`src/rtl/fifo_burst_reader.sv`:
```
// ============================================================================
// Module   : fifo_burst_reader
// Brief    : Show-ahead FIFO consumer re-issuing words as a valid/ready stream
//            with last_o every BURST_LEN beats and a completed-burst counter.
// Revision : 1.0 - initial release
// ============================================================================
`default_nettype none

module fifo_burst_reader #(
  parameter int WIDTH     = 8,
  parameter int BURST_LEN = 4,
  parameter int CNT_W     = 16
) (
  input  logic             clk_i,
  input  logic             rst_i,
  input  logic             enable_i,
  input  logic             fifo_empty_i,
  input  logic [WIDTH-1:0] fifo_data_i,
  output logic             fifo_rd_en_o,
  output logic             valid_o,
  input  logic             ready_i,
  output logic [WIDTH-1:0] data_o,
  output logic             last_o,
  output logic [CNT_W-1:0] burst_cnt_o
);

  localparam int BEAT_W = (BURST_LEN > 1) ? $clog2(BURST_LEN) : 1;
  localparam logic [BEAT_W-1:0] c_beat_last = BEAT_W'(BURST_LEN - 1);

  logic [1:0]        r_cnt;
  logic [WIDTH-1:0]  r_head;
  logic [WIDTH-1:0]  r_tail;
  logic [BEAT_W-1:0] r_beat;
  logic [CNT_W-1:0]  r_bursts;
  logic              w_pop;
  logic              w_out;

  // Pop decision looks only at registered occupancy, never at ready_i.
  assign w_pop = !rst_i && enable_i && !fifo_empty_i && (r_cnt != 2'd2);
  assign w_out = (r_cnt != 2'd0) && ready_i;

  always_ff @(posedge clk_i or posedge rst_i) begin
    if (rst_i) begin
      r_cnt <= 2'd0;
    end else if (w_pop && !w_out) begin
      r_cnt <= r_cnt + 2'd1;
    end else if (w_out && !w_pop) begin
      r_cnt <= r_cnt - 2'd1;
    end
  end

  // Data storage carries no reset; contents are meaningless while r_cnt is 0.
  always_ff @(posedge clk_i) begin
    if (w_pop && ((r_cnt == 2'd0) || ((r_cnt == 2'd1) && w_out))) begin
      r_head <= fifo_data_i;
    end else if (w_out && (r_cnt == 2'd2)) begin
      r_head <= r_tail;
    end
    if (w_pop && (r_cnt == 2'd1) && !w_out) begin
      r_tail <= fifo_data_i;
    end
  end

  always_ff @(posedge clk_i or posedge rst_i) begin
    if (rst_i) begin
      r_beat   <= '0;
      r_bursts <= '0;
    end else if (w_out) begin
      if (r_beat == c_beat_last) begin
        r_beat   <= '0;
        r_bursts <= r_bursts + CNT_W'(1);
      end else begin
        r_beat <= r_beat + BEAT_W'(1);
      end
    end
  end

  assign fifo_rd_en_o = w_pop;
  assign valid_o      = (r_cnt != 2'd0);
  assign data_o       = r_head;
  assign last_o       = valid_o && (r_beat == c_beat_last);
  assign burst_cnt_o  = r_bursts;

endmodule

`default_nettype wire

```
`config.mk`:
```
export PLATFORM = sky130hd
export DESIGN_NAME = fifo_burst_reader
export DESIGN_NICKNAME = d
export VERILOG_FILES = /design/src/rtl/fifo_burst_reader.sv
export SDC_FILE = /design/constraint.sdc
export NUM_CORES = 1
export LEC_CHECK = 0
export ABC_AREA = 1
export CORE_UTILIZATION = 49
export DETAILED_ROUTE_END_ITERATION = 8
export GPL_ROUTABILITY_DRIVEN = 0
export GPL_TIMING_DRIVEN = 0
export HOLD_SLACK_MARGIN = 0.02
export PLACE_DENSITY_LB_ADDON = 0.12
export SLEW_MARGIN = 20
export SYNTH_ARGS = -nofsm -noshare
export SYNTH_HDL_FRONTEND = slang
export SYNTH_SLANG_ARGS = --single-unit
```
`constraint.sdc`:
```
create_clock -name clk_i -period 2.59 [get_ports clk_i]
set_input_delay 0.259 -clock clk_i [delete_from_list [all_inputs] [get_ports clk_i]]
set_output_delay 0.259 -clock clk_i [all_outputs]
set_load 0.05 [all_outputs]
```
Word-level counts from Yosys, hierarchy flattened --
Cells that the tools add are included.
Storage, ports and cells: flip-flop bits (word level) 36, bits in latches 0, bits in writable memories 0, memory bits (read-only) 0, bits of input ports 13, output and inout port bits 27, word-level logic and storage cells 40, memories kept 0
Cells by class: $add $sub $neg 4, multipliers 0, divide/modulo/power cells 0, $lt $le $gt $ge 0, equality and inequality tests 4, shift-type cells 0, multiplexer cells 5, bitwise gates (word level) 0, reduce and logical (&&, ||, !) cells 22
Operators by type and width (count):
- $add A16 B1 Y16 const B | 1
- $mux W8 | 2
- $logic_and A1 B1 Y1 | 12
- $mux W2 | 3
- $reduce_bool A2 Y1 | 3
- $add A2 B1 Y2 const B | 2
- $eq A2 B2 Y1 const B | 2
- $logic_not A1 Y1 | 4
- $eq A2 B1 Y1 const B | 1
- $logic_not A2 Y1 | 1
- $ne A2 B2 Y1 const B | 1
- $reduce_and A2 Y1 | 1
- $sub A2 B1 Y2 const B | 1
- $logic_or A1 B1 Y1 | 1

Logic depth before layout (Yosys ltp) --
word-level depth 8, depth in mapped cells 9, mapped depth without buffers 9

Worst setup path before layout --
OpenSTA, ideal clock, no wires.
path kind input port to flip-flop, from input port rst_i, to register r_tail[0] (enable), setup time 0.370 ns, data arrival time 1.825 ns, required time 2.220 ns, setup slack 0.395 ns, cell stages on the path 6, buffers on the path 1, cells stage by stage inv_1 nand2_1 nor3_2 buf_2 nand2_1 nor2_1
On the way: longest elaborated chain between the ends 6
Ends and longest elaborated chain:
- start: declaration | line 15 | input logic rst_i,
- $logic_not A1 Y1 (no source line)
- $logic_and A1 B1 Y1 (3 in series) | line 39 | assign w_pop = !rst_i && enable_i && !fifo_empty_i && (r_cnt != 2'd2);
- named net fifo_rd_en_o | line 19 | output logic fifo_rd_en_o,
- $logic_and A1 B1 Y1 (2 in series) | line 59 | if (w_pop && (r_cnt == 2'd1) && !w_out) begin
- end signal: assignment | line 60 | r_tail <= fifo_data_i;
- end: declaration | line 32 | logic [WIDTH-1:0] r_tail;
The timed path passes the listed nets, and every way through them passes these cells. A chain may end at the register's enable or synchronous reset.

Worst setup path in the final report --
from input port rst_i, to output port fifo_rd_en_o
On the way: longest elaborated chain between the ends 4
Ends and longest elaborated chain (line):
- $logic_not A1 Y1 (no source line)
- $logic_and A1 B1 Y1 (3 in series) | 39
- end: declaration | 19
No other way between the ends.

==> flow_metrics.env <==
export IMPL_initial_core_util_pct=52.3
export IMPL_start_kind="input port"
export IMPL_outcome="finished, final reports clean"
export IMPL_cts_buffers=5
export IMPL_drive_gt1_share_pct=7.85
export IMPL_grt_overflow_total=0
export IMPL_die_h_um=62.1
export IMPL_wl_met1_um=1480
export IMPL_fmax_mhz=417
export IMPL_ir_drop_v=0.000716
export IMPL_drc=0
export IMPL_finalHoldViolations=0
export IMPL_synth_nets=214
export IMPL_cp_required_ns=2.33
export IMPL_cts_reportedPaths_clkPinSlew_ns=0.12
export IMPL_syn_inst=195
export IMPL_core_um2=3390
export IMPL_fin_crit_ns=2.40
export IMPL_finalInstanceArea_um2=2300
export IMPL_wl_per_cell_um=11.3
export IMPL_syn_area_um2=1770
export IMPL_yosysSeqAreaShare_pct=55.4
export IMPL_synth_common_cells="nand2_1 (68), inv_1 (24), dfrtp_1 (20)"
export IMPL_synthMostInstantiatedCell="nand2_1"
export IMPL_fin_cells=288
export IMPL_grt_pass1_vias=1279
export IMPL_avgSynthCellArea_um2=9.09
export IMPL_synthToLayoutAreaGrowth_pct=29.9
export IMPL_worst_hold_slack_ns=0.267
export IMPL_setup_tns_ns=0
export IMPL_antennaDiodeCount=0
export IMPL_rsz0062_at_grt="false"
export IMPL_io_buffers=39
export IMPL_maxCapViolCount=0
export IMPL_synth_edf_count=16
export IMPL_fin_ws_ns=0.191
export IMPL_synthArstFlopShare_pct=55.6
export IMPL_placed_cells=280
export IMPL_postCtsHoldBufs=0
export IMPL_drt_initial_drc_count=62
export IMPL_worst_pin_slew_ns=0.643
export IMPL_clk_latency_ns=0.35
export IMPL_p_per_area_nw_per_um2=818
export IMPL_met3_length_um=135
export IMPL_cts_sinks=36
export IMPL_dr_wl_met2_um=1570
export IMPL_period_share_pct=92.6
export IMPL_finClkSkew_ns=0.0133
export IMPL_dp_hpwl_um=2470
export IMPL_crit_fanout=21
export IMPL_grt_max_degree=22
export IMPL_clockBufferDepth=2
export IMPL_ys_flop_type="dfrtp_1"
export IMPL_crit_path_end_kind="output pin"
export IMPL_cts_tree="built"
export IMPL_std_cell_rows=21
export IMPL_grt_antenna_before_repair=0
export IMPL_p_leak_nw=1.02
export IMPL_hold_class="in2async"
export IMPL_placed_area_um2=2220
export IMPL_critical_path_class="in2out"
export IMPL_synth_largest_area_cell="dfrtp_1"
export IMPL_detailedPlace_worstSlack_ns=-0.439
export IMPL_die_w_um=62.1
export IMPL_slew_headroom_pct=56.9
export IMPL_track_usage_pct=18.9
export IMPL_grt_pass1_wl_um=5710
export IMPL_synthTopCellsByArea="dfrtp_1 (28%), edfxtp_1 (27%), nand2_1 (14%)"
export IMPL_via_count=1391
export IMPL_crit_arrival_ns=2.14
export IMPL_yosysUniqueCellTypes=21
export IMPL_boundaryPins=40
export IMPL_routed_via_density=4.83
export IMPL_slew_violations=0
export IMPL_wl_um=3260
export IMPL_die_area_um2=3860
export IMPL_cts_root_buf="clkbuf_4"
export IMPL_dr_max_layer_used="met4"
export IMPL_final_nets=260
export IMPL_finish_utilization_pct=67.9
export IMPL_synth_top_area_share_pct=28.2
export IMPL_first_pass_iters=4
export IMPL_finalSetupViolCount=0
export IMPL_drtAntennaViolNets=0
export IMPL_htree_levels=2
export IMPL_power_mw=1.88
export IMPL_yosysWarningCount=0
export IMPL_ys_seq_elements=36
critical path: stages:
cell             delay, ns
clkdlybuf4s50_1       0.44
clkinvlp_4            0.35
nand2_1               0.11
nor3_2                0.16
buf_2                 0.26
dlygate4sd2_1         0.55
registers in the layout (all words and copies together), names as in the netlist:
register     count
burst_cnt_o     16
data_o           8
r_beat           2
r_cnt            2
r_tail           8
metal layers:
metal / global-route usage, % / vias up
li1: - / 709
met1: 23.9 / 640
met2: 30.4 / 35
met3: 4.04 / 7
met4: 10.5 / 0
met5: 0 / -
kinds of logic (layout without fill, tap and decap cells):
group                    count (synthesis)  count (layout)  synth area share [%]
buffers and inverters                   26              73                  5.58
XOR/XNOR                                 7               7                  3.46
adder cells (fa/ha/maj)                  6               6                  4.24
AO/OA/AOI/OAI                            5               5                  1.84
flip-flops                              36              36                  55.4
AND/OR/NAND/NOR                        115             115                  29.5
area by class of cell:
cell class	instances	area, um^2
clock inverter	3	42.5
fill	292	1090
multi-input combinational	133	692
timing repair buffer	39	389
clock buffer	5	37.5
tap	46	57.6
sequential	36	981
inverter	25	97.6
buffer	1	5.00
where the power goes:
group	internal, mW	switching [mW]	total (mW)
clock network	0.201	0.197	0.398
registers	0.697	0.0697	0.767
logic	0.241	0.479	0.719
worst paths after layout:
path	end	slack, ns	cells after the start	start
hold reg to reg	r_beat[1]$_DFFE_PP0P_	0.49	2	r_beat[1]$_DFFE_PP0P_
min in group clk_i	r_beat[1]$_DFFE_PP0P_	0.49	2	r_beat[1]$_DFFE_PP0P_
max in group asynchronous	burst_cnt_o[3]$_DFFE_PP0P_	2.03	2	rst_i
hold / removal	burst_cnt_o[13]$_DFFE_PP0P_	0.27	2	rst_i
setup / recovery	fifo_rd_en_o	0.19	6	rst_i
setup reg to reg	r_tail[5]$_DFFE_PP_	0.47	6	r_cnt[0]$_DFFE_PP0P_
layout by cell type, fill, tap and decap left out, types with 4 or more instances in the layout:
master / count
xor2_1: 4
nand2_1: 68
inv_1: 23
edfxtp_1: 16
clkdlybuf4s50_1: 38
dfrtp_1: 20
ha_1: 6
clkbuf_4: 5
nor2_1: 15
nand3_1: 19
what timing repair did:
item,CTS,global route
buffers inserted,0,0
setup endpoints to repair,1,0
gates resized for setup,2,0
endpoints found under the hold margin,0,0
Note: power is estimated with default switching activity, not from simulation.
==> variant 1: new RTL, same settings <==
`CNT_W`: 16 -> 18.
--- a/src/rtl/fifo_burst_reader.sv
+++ b/src/rtl/fifo_burst_reader.sv
@@ -10,5 +10,5 @@
   parameter int WIDTH     = 8,
   parameter int BURST_LEN = 4,
-  parameter int CNT_W     = 16
+  parameter int CNT_W     = 18
 ) (
   input  logic             clk_i,
Interface: changed (resized burst_cnt_o); port bits go from 40 to 42. No check against the original RTL was run, so the function may have changed too.
==> variant 1 against the original RTL <==
Area after synthesis is 7.8% higher. Global-route usage is 2.0 points higher. Setup slack better by 78 ps. Routed wire length is 17% higher. Power is 7.9% higher. Sequential cell count is 2 higher. Design area is 8.4% higher. Critical path depth stayed put. Utilization is 0.28 points lower. Largest power group unchanged.
==> variant 1: results (changes against the original RTL) <==
pre_cts_ws_ps: -150  # was -439 ps
synth_cell_types: 24  # was 21
hold_slack_ps: 256  # was 267 ps
status: "complete, no violations"  # unchanged
use_met1_pct: 28.0  # was 23.9%
pg_comb_uw: 723  # was 719 uW
yosys-top-cells-area: "dfrtp_1 (29%), edfxtp_1 (25%), nand2_1 (14%)"  # was dfrtp_1 (28%), edfxtp_1 (27%), nand2_1 (14%)
grtUsageMet2_pct: 32.9  # was 30.4%
ys_seq_area_share_pct: 54.0  # was 55.4%
fin_crit_sh_pct: 89.6  # was 92.6%
clock_area_share_pct: 4.56  # was 3.48%
path_clk_slew_ps: 80  # was 120 ps
fill_cells: 319  # was 292
finalNonFillerCells: 307  # was 288
powerDensity_nw_per_um2: 815  # was 818 nW/um^2
finalClockSkew_ps: 4.52  # was 13.3 ps
tightest_slew_ps: 700  # was 643 ps
clock_latency_ps: 290  # was 350 ps
cts_root_buffer: "clkbuf_8"  # was clkbuf_4
grt_max_degree: 24  # was 22
dp_cells: 299  # was 280
wl_met2_mm: 1.85  # was 1.57 mm
bufAreaShareNonClock_pct: 16.6  # was 17.1%
async_reset_ff_share_pct: 57.9  # was 55.6%
inv_count: 23  # was 25
worst-path-max-fanout: 23  # was 21
synth_cells: 210  # was 195
finalInstanceArea_um2: 2490  # was 2300 um^2
grt_pass1_vias: 1431  # was 1279
wl_met1_mm: 1.79  # was 1.48 mm
ctsResizeCount: 1  # was 2
fin_nets: 277  # was 260
viasPerCell: 4.96  # was 4.83
syn_nets: 229  # was 214
wl_mm: 3.82  # was 3.26 mm
seqPwrFrac_pct: 39.3  # was 40.7%
switching_share_pct: 38.3  # was 39.5%
grt_use_total_pct: 20.9  # was 18.9%
cts.sinks: 38  # was 36
multi_input_cells: 148  # was 133
drive_above_1_share_pct: 11.2  # was 7.85%
synth_commonest_cells: "nand2_1 (72), dfrtp_1 (22), inv_1 (20)"  # was nand2_1 (68), inv_1 (24), dfrtp_1 (20)
ir_drop_mv: 0.751  # was 0.716 mV
largest_reg_flops: 18  # was 16
drtIter0Drc: 83  # was 62
p_leak_uw: 0.00108  # was 0.00102 uW
port_buffers: 41  # was 39
variant 1: cell types whose count changed in the layout (fill, tap and decap cells not counted), sizes merged, moves of 2 or more:
cell	before	now
nand3	21	19
nor2	17	21
nand2	70	78
dfrtp	20	22
o21bai	2	0
clkdlybuf4s50	38	40
inv	24	21
o21ai	2	5
variant 1: kinds of logic after synthesis:
group / Yosys count / share of synthesized area, %
and+or+nand+nor: 127 / 31.4
adders and majority gates: 6 / 3.93
xor gates and xnor gates: 9 / 4.13
AOI/OAI and AO/OA: 6 / 1.70
buffers and inverters: 24 / 4.85
DFF: 38 / 54.0
variant 1: path summary, 6_finish.rpt:
kind	start	endpoint	depth (start not counted)
min in group clk_i	r_beat[1]	r_beat[1]	2
worst max register to register	r_cnt[0]	r_tail[1]	6
worst min-delay path	rst_i	burst_cnt_o[2]	2
worst max-delay path	rst_i	fifo_rd_en_o	6
max in group asynchronous	rst_i	burst_cnt_o[10]	2
worst min register to register	r_beat[1]	r_beat[1]	2
==> variant 2: new RTL, same flow settings <==
Without the edit above. Make the reset (`rst_i`) synchronous in 2 clocked blocks.
--- a/src/rtl/fifo_burst_reader.sv
+++ b/src/rtl/fifo_burst_reader.sv
@@ -40,5 +40,5 @@
   assign w_out = (r_cnt != 2'd0) && ready_i;
 
-  always_ff @(posedge clk_i or posedge rst_i) begin
+  always_ff @(posedge clk_i) begin
     if (rst_i) begin
       r_cnt <= 2'd0;
@@ -62,5 +62,5 @@
   end
 
-  always_ff @(posedge clk_i or posedge rst_i) begin
+  always_ff @(posedge clk_i) begin
     if (rst_i) begin
       r_beat   <= '0;
Check against the original RTL: differs if rst_i is asserted again (counterexample within 4 cycles, from zero or initial values and one cycle with rst_i high); with rst_i held inactive, the same outputs for 10 cycles.
==> variant 2 against the original RTL <==
Sequential cell count unchanged. Design area shrank 6.4%. Register-to-register slack better by 30 ps. Critical path depth did not move. Area after synthesis is 6.2% lower. Non-clock buffer count up 1. Die area down 6.0%. Setup slack better by 45 ps. Routed wire length is 0.28% lower. Critical path type unchanged. Largest cell class unchanged.
Power is not compared: it rests on default switching activity, and its combinational part moved more than twofold at a synthesized area within 25%.
==> variant 2: results (changes against the original RTL) <==
status: "complete, no violations"  # unchanged
fin_nets: 264  # was 260
wl_met2_mm: 1.53  # was 1.57 mm
grtUsageMet2_pct: 32.2  # was 30.4%
synth_compound_area_share_pct: 7.23  # was 1.84%
drtIter0Drc: 78  # was 62
global_route.usage.met3_pct: 6.93  # was 4.04%
place_area_um2: 2110  # was 2220 um^2
arrival_ps: 2090  # was 2140 ps
r2r_slack_ps: 500  # was 470 ps
grt_max_degree: 12  # was 22
grt_use_total_pct: 20.3  # was 18.9%
dr_wl_met3_um: 142  # was 135 um
fill_cells: 279  # was 292
worst-path-max-fanout: 11  # was 21
dp_cells: 282  # was 280
use_met1_pct: 25.4  # was 23.9%
pre_cts_ws_ps: -48.6  # was -439 ps
path_clk_slew_ps: 100  # was 120 ps
ctsResizeCount: 1  # was 2
grt_antenna_before_repair: 0  # unchanged
synth_commonest_cells: "nand2_1 (51), nor2_1 (25), inv_1 (23)"  # was nand2_1 (68), inv_1 (24), dfrtp_1 (20)
syn_avg_cell_area_um2: 8.35  # was 9.09 um^2
reg2reg_to: "r_tail[4]"  # was r_tail[5]
reg2reg_from: "r_cnt[0]"  # unchanged
syn_nets: 218  # was 214
synth_xor_area_share_pct: 1.05  # was 3.46%
synth_cell_types: 21  # unchanged
hpwl_mm: 2.44  # was 2.47 mm
ys_seq_area_share_pct: 53.0  # was 55.4%
max_freq_mhz: 425  # was 417 MHz
synth_fa_ha_area_share_pct: 4.52  # was 4.24%
grt_pass1_wl_mm: 5.34  # was 5.71 mm
seqCellArea_um2: 881  # was 981 um^2
min_path_type: "input port to flip-flop"  # was input port to async pin
finalClockSkew_ps: 13.7  # was 13.3 ps
finalNonFillerCells: 290  # was 288
wl_mm: 3.25  # was 3.26 mm
via_count: 1430  # was 1391
drive_above_1_share_pct: 5.69  # was 7.85%
yosys-top-cells-area: "edfxtp_1 (29%), dfxtp_1 (24%), nand2_1 (12%)"  # was dfrtp_1 (28%), edfxtp_1 (27%), nand2_1 (14%)
wl_met1_mm: 1.55  # was 1.48 mm
grt_pass1_vias: 1212  # was 1279
## variant 2: changes by cell type after synthesis, sizes merged, moves of 5 or more
cell	change
nand3	-5
nor2	+11
nand2	-18
dfrtp	-20
o21ai	+9
a21oi	+11
dfxtp	+20
## variant 2: critical path, delay by kind of cell
family | cells | cell delay (ps)
simple gates | 2 | 260
buf+inv | 4 | 1570
## variant 2: how the worst min path moves through the flow
stage,to,from,cells past startpoint
6_report,r_tail[7],fifo_data_i[7],1
5_1_grt,r_tail[1],fifo_data_i[1],1
4_1_cts,r_tail[7],fifo_data_i[7],1
3_5_place_dp,burst_cnt_o[6],burst_cnt_o[6],1
3_3_place_gp,burst_cnt_o[3],burst_cnt_o[3],1
2_1_floorplan,burst_cnt_o[1],rst_i,1
## variant 2: area by class of cell
cell class                 count  share of cell area (%)
sequential                    36                    40.9
multi-input combinational    136                    31.5
timing repair buffer          39                    18.1
inverter                      25                    4.36
tap                           44                    2.56
clock buffer                   7                    2.09
buffer                         2                   0.407
clock inverter                 1                   0.174
